--- src/rtl/uart_tx_cfg.sv ---
// Runtime-configurable UART transmitter with baud divider and valid/ready input.
// Define UART_TX_BREAK_EN to add the send_break input and the BREAK state.
module uart_tx_cfg #(
    parameter int DATA_W = 9,
    parameter int DIV_W  = 16
) (
    input  logic              clk,
    input  logic              rst_n,
    input  logic [DIV_W-1:0]  baud_div,
    input  logic [3:0]        data_len,
    input  logic [2:0]        parity_mode,
    input  logic              stop2,
    input  logic              in_valid,
    output logic              in_ready,
    input  logic [DATA_W-1:0] data_in,
    output logic              tx_out,
    output logic              busy,
    output logic              tx_done
`ifdef UART_TX_BREAK_EN
    ,
    input  logic              send_break
`endif
);

`ifdef UART_TX_BREAK_EN
    typedef enum logic [2:0] {S_IDLE, S_START, S_DATA, S_PARITY, S_STOP, S_BREAK} state_t;
`else
    typedef enum logic [2:0] {S_IDLE, S_START, S_DATA, S_PARITY, S_STOP} state_t;
`endif

    localparam logic [3:0] LEN_MAX = 4'(DATA_W);

    state_t             state_q, state_d;
    logic [DIV_W-1:0]   cnt_q, cnt_d;
    logic [3:0]         idx_q, idx_d;
    logic               stop_last_q, stop_last_d;
    logic [DATA_W-1:0]  shift_q, shift_d;
    logic               tx_q, tx_d;
    logic               done_q, done_d;
    logic               load;
    logic               go_stop, stop_two;

    logic [DIV_W-1:0]   div_l;
    logic [3:0]         len_l;
    logic               par_en_l, par_bit_l, stop2_l;

    logic [DIV_W-1:0]   div_eff;
    logic [3:0]         len_eff;
    logic               par_en_in, par_bit_in, data_xor;
    logic [DIV_W-1:0]   reload;

    assign div_eff   = (baud_div == '0) ? DIV_W'(1) : baud_div;
    assign len_eff   = (data_len < 4'd5) ? 4'd5 : ((data_len > LEN_MAX) ? LEN_MAX : data_len);
    assign par_en_in = (parity_mode >= 3'd1) && (parity_mode <= 3'd4);
    assign reload    = div_l - DIV_W'(1);

    always_comb begin
        data_xor = 1'b0;
        for (int unsigned i = 0; i < DATA_W; i++) begin
            if (i < 32'(len_eff)) data_xor = data_xor ^ data_in[i];
        end
    end

    always_comb begin
        case (parity_mode)
            3'd1:    par_bit_in = data_xor;
            3'd2:    par_bit_in = ~data_xor;
            3'd3:    par_bit_in = 1'b1;
            default: par_bit_in = 1'b0;
        endcase
    end

`ifdef UART_TX_BREAK_EN
    logic [3:0] brk_tgt_l, brk_tgt_in;
    logic       brk_met;
    assign brk_tgt_in = len_eff + {3'b000, par_en_in} + (stop2 ? 4'd2 : 4'd1) + 4'd1;
    // Hold is met once the current cycle completes the final required bit period.
    assign brk_met    = (idx_q == brk_tgt_l) || ((idx_q + 4'd1 == brk_tgt_l) && (cnt_q == '0));
    assign in_ready   = (state_q == S_IDLE) && !send_break;
`else
    assign in_ready   = (state_q == S_IDLE);
`endif
    assign busy    = ~in_ready;
    assign tx_out  = tx_q;
    assign tx_done = done_q;

    // The FSM returns to IDLE one cycle early so the last stop-bit cycle can accept a new frame.
    always_comb begin
        state_d     = state_q;
        cnt_d       = cnt_q;
        idx_d       = idx_q;
        stop_last_d = stop_last_q;
        shift_d     = shift_q;
        tx_d        = 1'b1;
        done_d      = 1'b0;
        load        = 1'b0;
        go_stop     = 1'b0;
        stop_two    = stop2_l;
        case (state_q)
            S_IDLE: begin
`ifdef UART_TX_BREAK_EN
                if (send_break) begin
                    load    = 1'b1;
                    state_d = S_BREAK;
                    cnt_d   = div_eff - DIV_W'(1);
                    idx_d   = '0;
                    tx_d    = 1'b0;
                end else
`endif
                if (in_valid) begin
                    load    = 1'b1;
                    state_d = S_START;
                    cnt_d   = div_eff - DIV_W'(1);
                    tx_d    = 1'b0;
                end
            end
            S_START: begin
                tx_d = 1'b0;
                if (cnt_q == '0) begin
                    state_d = S_DATA;
                    idx_d   = '0;
                    cnt_d   = reload;
                    tx_d    = shift_q[0];
                end else begin
                    cnt_d = cnt_q - DIV_W'(1);
                end
            end
            S_DATA: begin
                tx_d = shift_q[0];
                if (cnt_q == '0) begin
                    if (idx_q == len_l - 4'd1) begin
                        if (par_en_l) begin
                            state_d = S_PARITY;
                            cnt_d   = reload;
                            tx_d    = par_bit_l;
                        end else begin
                            go_stop = 1'b1;
                        end
                    end else begin
                        idx_d   = idx_q + 4'd1;
                        cnt_d   = reload;
                        shift_d = shift_q >> 1;
                        tx_d    = shift_q[1];
                    end
                end else begin
                    cnt_d = cnt_q - DIV_W'(1);
                end
            end
            S_PARITY: begin
                tx_d = par_bit_l;
                if (cnt_q == '0) go_stop = 1'b1;
                else             cnt_d = cnt_q - DIV_W'(1);
            end
            S_STOP: begin
                if (stop_last_q) begin
                    if (cnt_q == DIV_W'(1)) begin
                        state_d = S_IDLE;
                        done_d  = 1'b1;
                    end else begin
                        cnt_d = cnt_q - DIV_W'(1);
                    end
                end else if (cnt_q == '0) begin
                    if (div_l == DIV_W'(1)) begin
                        state_d = S_IDLE;
                        done_d  = 1'b1;
                    end else begin
                        stop_last_d = 1'b1;
                        cnt_d       = reload;
                    end
                end else begin
                    cnt_d = cnt_q - DIV_W'(1);
                end
            end
`ifdef UART_TX_BREAK_EN
            S_BREAK: begin
                tx_d     = 1'b0;
                stop_two = 1'b0;
                if (!send_break && brk_met) begin
                    go_stop = 1'b1;
                end else if (cnt_q == '0) begin
                    cnt_d = reload;
                    if (idx_q != brk_tgt_l) idx_d = idx_q + 4'd1;
                end else begin
                    cnt_d = cnt_q - DIV_W'(1);
                end
            end
`endif
            default: state_d = S_IDLE;
        endcase

        if (go_stop) begin
            tx_d = 1'b1;
            if (stop_two) begin
                state_d     = S_STOP;
                stop_last_d = 1'b0;
                cnt_d       = reload;
            end else if (div_l == DIV_W'(1)) begin
                state_d = S_IDLE;
                done_d  = 1'b1;
            end else begin
                state_d     = S_STOP;
                stop_last_d = 1'b1;
                cnt_d       = reload;
            end
        end
    end

    always_ff @(posedge clk or negedge rst_n) begin
        if (!rst_n) begin
            state_q     <= S_IDLE;
            cnt_q       <= '0;
            idx_q       <= '0;
            stop_last_q <= 1'b0;
            shift_q     <= '0;
            tx_q        <= 1'b1;
            done_q      <= 1'b0;
            div_l       <= DIV_W'(1);
            len_l       <= 4'd5;
            par_en_l    <= 1'b0;
            par_bit_l   <= 1'b0;
            stop2_l     <= 1'b0;
`ifdef UART_TX_BREAK_EN
            brk_tgt_l   <= '0;
`endif
        end else begin
            state_q     <= state_d;
            cnt_q       <= cnt_d;
            idx_q       <= idx_d;
            stop_last_q <= stop_last_d;
            tx_q        <= tx_d;
            done_q      <= done_d;
            if (load) begin
                shift_q   <= data_in;
                div_l     <= div_eff;
                len_l     <= len_eff;
                par_en_l  <= par_en_in;
                par_bit_l <= par_bit_in;
                stop2_l   <= stop2;
`ifdef UART_TX_BREAK_EN
                brk_tgt_l <= brk_tgt_in;
`endif
            end else begin
                shift_q <= shift_d;
            end
        end
    end

endmodule

--- config.mk ---
export PLATFORM = sky130hd
export DESIGN_NAME = uart_tx_cfg
export DESIGN_NICKNAME = d
export VERILOG_FILES = /design/src/rtl/uart_tx_cfg.sv
export SDC_FILE = /design/constraint.sdc
export NUM_CORES = 1
export LEC_CHECK = 0
export CORE_MARGIN = 8
export CORE_UTILIZATION = 35
export DETAILED_ROUTE_END_ITERATION = 10
export DONT_BUFFER_PORTS = 1
export PLACE_DENSITY = 0.51
export SETUP_SLACK_MARGIN = 0.15
export SYNTH_ARGS = -nofsm -noshare
export SYNTH_HDL_FRONTEND = slang
export SYNTH_SLANG_ARGS = --single-unit
--- constraint.sdc ---
create_clock -name clk -period 3.2 [get_ports clk]
set_input_delay 0.16 -clock clk [delete_from_list [all_inputs] [get_ports clk]]
set_output_delay 0.16 -clock clk [all_outputs]
set_load 0.01 [all_outputs]
==> results_tabular.tex <==
\begin{tabular}{lr}
\hline
Metric & Value \\
\hline
\multicolumn{2}{l}{\textbf{Run status}} \\
\quad Result of the run & completed \\
\multicolumn{2}{l}{\textbf{Global route}} \\
\quad Total Routing Usage GR & 18.3\% \\
\quad Remaining global-route overflow & 0 \\
\quad Via count of the first global-routing pass & 4528 \\
\quad Initial antenna violation count & 0 \\
\quad First-pass GRT wire length & 25500 µm \\
\quad Maximum number of pins on one net before global-route repair & 59 \\
\multicolumn{2}{l}{\textbf{Yosys}} \\
\quad Yosys Warn Count & 0 \\
\quad Number of synthesized flops with an enable pin & 0 \\
\quad Number of distinct library cell variants in the gate-level netlist after synthesis & 75 \\
\quad Most frequently used cell type in the post-synthesis netlist & sky130\_fd\_sc\_hd\_\_nand2\_1 \\
\quad Leading register cell type out of synthesis & sky130\_fd\_sc\_hd\_\_dfrtp\_1 \\
\quad Sequential share of the synthesized area & 30.8\% \\
\quad Cell accounting for the most synthesized area & sky130\_fd\_sc\_hd\_\_dfrtp\_1 \\
\quad Count of state elements after synthesis & 58 \\
\quad Leading post-synthesis cells by cell area & sky130\_fd\_sc\_hd\_\_dfrtp\_1 29\%, sky130\_fd\_sc\_hd\_\_nand2\_1 9.0\%, sky130\_fd\_sc\_hd\_\_o21ai\_0 5.0\% \\
\quad Synthesized net count & 639 \\
\quad Avg Inst Size Synth & 7.94 µm² \\
\quad Area of the mapped netlist & 4730 µm² \\
\quad Gate count of the mapped netlist & 596 \\
\quad Async SR Flop Fraction & 100\% \\
\quad Yosys top cell area share & 28.6\% \\
\quad Synth cell count leaders & 114 x sky130\_fd\_sc\_hd\_\_nand2\_1, 54 x sky130\_fd\_sc\_hd\_\_dfrtp\_1, 47 x sky130\_fd\_sc\_hd\_\_o21ai\_0, 44 x sky130\_fd\_sc\_hd\_\_nor2\_1, 28 x sky130\_fd\_sc\_hd\_\_a21oi\_1 \\
\multicolumn{2}{l}{\textbf{Worst setup path}} \\
\quad Arrival time of data at the critical path endpoint & 3.09 ns \\
\quad Kind of capture point of the worst setup path & flop \\
\quad CP Class & reg2reg \\
\quad Buffers \& Inverters on Critical Path & 2 \\
\quad Family with the most delay on the worst path & simple AND/OR/NAND/NOR gates \\
\quad FF-to-FF setup slack & 0.33 ns \\
\quad Worst setup SP type & flop \\
\quad Crit. Startpoint & cnt\_q[1] \\
\quad Total stage count of the critical path & 9 \\
\quad Worst reg2reg path depth & 9 \\
\quad Worst Setup EP & cnt\_q[9] \\
\quad R2r startpoint & cnt\_q[1] \\
\quad Critical-path cell with the highest stage delay & sky130\_fd\_sc\_hd\_\_dfrtp\_2 \\
\quad Endpoint required time on the critical path & 3.42 ns \\
\quad Capture instance of the worst register-to-register path & cnt\_q[9] \\
\quad Delay of the slowest cell on the worst path & 0.45 ns \\
\quad Most common cell type on the critical path & sky130\_fd\_sc\_hd\_\_a221o\_1 \\
\quad Sequence of cells on the critical path & inv\_1 > ha\_2 > or3b\_1 > buf\_4 > or3\_4 > nor3\_4 > nor3\_1 > a221o\_1 > a221o\_1 \\
\quad Max FO, Critical Path & 8 \\
\multicolumn{2}{l}{\textbf{Pwr}} \\
\quad Overall power of the completed layout & 2.02 mW \\
\quad Clock power frac & 58.3\% \\
\quad Switching power total & 0.423 mW \\
\quad Leakage power summed over all cells & 2.30 nW \\
\quad Switching power as a share of total power & 21.0\% \\
\quad Logic gate share of total power & 5.4\% \\
\quad Sequential fraction of design power & 36.4\% \\
\quad Cell-internal power & 1.60 mW \\
\quad Pwr per Cell Area & 359 nW/µm² \\
\quad Worst voltage drop across the vdd grid & 0.315 mV \\
\multicolumn{2}{l}{\textbf{Hold path}} \\
\quad Class of the worst hold path & in2reg \\
\multicolumn{2}{l}{\textbf{Drt}} \\
\quad Average vias per placed instance & 5.77 \\
\quad Violation count after the first detailed-routing iteration & 477 \\
\quad Via count & 4636 \\
\quad Detail Route Antenna Nets & 0 \\
\quad Sum of routed wire length over all layers & 16000 µm \\
\quad Detailed-route DRC error count & 0 \\
\quad Length of the first detailed-routing pass in iterations & 5 \\
\quad Wire length per cell & 19.9 µm \\
\multicolumn{2}{l}{\textbf{Placed design}} \\
\quad Placer Congestion & 0.915 \\
\quad Placed wire-length estimate & 11700 µm \\
\quad Port bufs & 0 \\
\multicolumn{2}{l}{\textbf{Clocking}} \\
\quad Clock Sink Count & 58 \\
\quad Clock transition at the register clock pins on the worst setup and hold paths after CTS & 0.06 ns \\
\quad Number of CTS-inserted buffers & 9 \\
\quad Max H-tree Level & 3 \\
\quad TritonCTS clock tree & done \\
\quad Clock insertion delay at the later pin of the skew report & 0.34 ns \\
\quad Root buf cell & sky130\_fd\_sc\_hd\_\_clkbuf\_16 \\
\quad Number of buffers between clock root and the deepest sink & 2 \\
\multicolumn{2}{l}{\textbf{Timing}} \\
\quad Count of pins over their slew limit & 0 \\
\quad Worst relative slew slack & 51.1\% \\
\quad Worst-case clock skew & 0.00746 ns \\
\quad Total negative slack & 0 ns \\
\quad Period Utilization, post-route & 89.6\% \\
\quad Peak clock frequency supported by timing & 349 MHz \\
\quad Count of final hold-check violations & 0 \\
\quad Total of endpoints with negative setup slack in the final report & 0 \\
\quad RSZ-0062 raised after global routing & false \\
\quad Worst slew pin tran & 0.731 ns \\
\quad Final period demand of the worst path & 2.87 ns \\
\multicolumn{2}{l}{\textbf{Run}} \\
\quad Count of max-cap constraint violations & 0 \\
\multicolumn{2}{l}{\textbf{Floorplanning}} \\
\quad X dimension of the die & 132 µm \\
\quad Rows & 42 \\
\quad Die area & 17500 µm² \\
\quad Number of primary I/O pins & 40 \\
\quad Die Span Y & 132 µm \\
\quad Core Footprint & 13200 µm² \\
\quad Starting density of the core & 35.7\% \\
\multicolumn{2}{l}{\textbf{Cells and area}} \\
\quad Ant diodes & 0 \\
\quad Fraction of final layout cells with drive strength greater than 1 & 10.4\% \\
\quad Post-layout net count & 665 \\
\quad Final-layout fill cell count & 1344 \\
\quad Layout overhead on the synthesized area & 18.9\% \\
\hline
\end{tabular}
[kinds of logic (layout without fill, tap and decap cells)]
family                   count (synthesis)  count (layout)  share of synthesized area (%)
AO/OA/AOI/OAI                          147             147                           20.7
XOR/XNOR                                46              46                           8.80
adder cells (fa/ha/maj)                  7               7                           1.85
buffers and inverters                   49              80                           4.63
flip-flops                              58              58                           30.8
multiplexers                            17              17                           3.62
AND/OR/NAND/NOR                        272             272                           29.7
[per-stage QoR]
step / cells / area [µm²] / setup slack [ns] / utilization (%) / hold WS [ns]
2_1_floorplan: 596 / 4730 / 0.546 / - / -0.136
3_3_place_gp: 756 / 4930 / 0.365 / 37.2 / -0.130
3_5_place_dp: 756 / 4930 / 0.354 / 37.2 / -0.131
4_1_cts: 802 / 5610 / 0.325 / 42.3 / 0.00500
5_1_grt: 803 / 5630 / 0.159 / 42.5 / 0.0250
6_report: 803 / 5630 / 0.333 / 42.5 / 0.0131
[layout make-up]
type | count | area, µm² | share of cell area [%]
Timing Repair Buffer | 51 | 475 | 8.45
Tap cell | 176 | 220 | 3.91
Clock buffer | 12 | 256 | 4.56
Sequential cell | 58 | 1460 | 25.9
Clock inverter | 4 | 98.8 | 1.76
Multi-Input combinational cell | 489 | 3070 | 54.5
Inverter | 13 | 48.8 | 0.867
[worst min path at each step]
stage / to / slack [ns] / startpoint / cells past startpoint
finish: len_l[1] / 0.01 / data_len[2] / 2
global placement: state_q[2] / -0.13 / rst_n / 0
detailed placement: stop_last_q / -0.13 / rst_n / 0
floorplan: cnt_q[0] / -0.14 / rst_n / 0
CTS: len_l[1] / 0.005 / data_len[2] / 2
global route: len_l[1] / 0.03 / data_len[2] / 2
[worst reg2reg max path, delay by kind of cell, from the launching register on]
family	cells	cell delay (ns)
simple gates	4	1.19
compound gates	2	0.55
flops	1	0.45
buf+inv	2	0.32
fa+ha+maj	1	0.23
[state kept, by name, summed over array words and instances, names as in the netlist]
signal,cells
div_l,16
len_l,4
tx_out,1
stop2_l,1
par_bit_l,1
shift_q,9
state_q,3
par_en_l,1
stop_last_q,1
idx_q,4
cnt_q,16
tx_done,1
[layout by cell type, fill, tap and decap left out, types with 10 or more instances in the layout]
cell type / instances
sky130_fd_sc_hd__nor2_1: 44
sky130_fd_sc_hd__nor3_1: 18
sky130_fd_sc_hd__nor4_1: 13
sky130_fd_sc_hd__nand2_1: 114
sky130_fd_sc_hd__mux2i_1: 16
sky130_fd_sc_hd__dfrtp_1: 53
sky130_fd_sc_hd__dlygate4sd3_1: 29
sky130_fd_sc_hd__o21ai_0: 47
sky130_fd_sc_hd__xnor2_1: 25
sky130_fd_sc_hd__a21oi_1: 28
sky130_fd_sc_hd__or4_1: 10
sky130_fd_sc_hd__nand3_1: 18
sky130_fd_sc_hd__buf_4: 21
sky130_fd_sc_hd__xor2_1: 20
sky130_fd_sc_hd__inv_1: 13
[routing by layer]
metal	track usage, %	share of wire [%]
met5	0	0
met4	7.38	2.2
met3	4.04	8.8
met2	27.2	43
met1	25.1	46
[power by group through the flow]
| stage | logic [mW] | registers [mW] | clock network, mW |
|---|---|---|---|
| finish | 0.108 | 0.734 | 1.18 |
| global route | 0.116 | 0.734 | 1.22 |
| CTS | 0.109 | 0.734 | 1.19 |
| detailed placement | 0.0582 | 0.747 | 0 |
| global placement | 0.0585 | 0.747 | 0 |
| floorplan | 0.0458 | 0.747 | 0 |
[repair_timing]
action	4_1_cts	5_1_grt
gates resized for setup	0	4
hold endpoints to repair	87	0
setup buffers	0	1
endpoints found under the setup margin	0	6
hold buffers	30	0
Power figures use the tool's default switching activity.
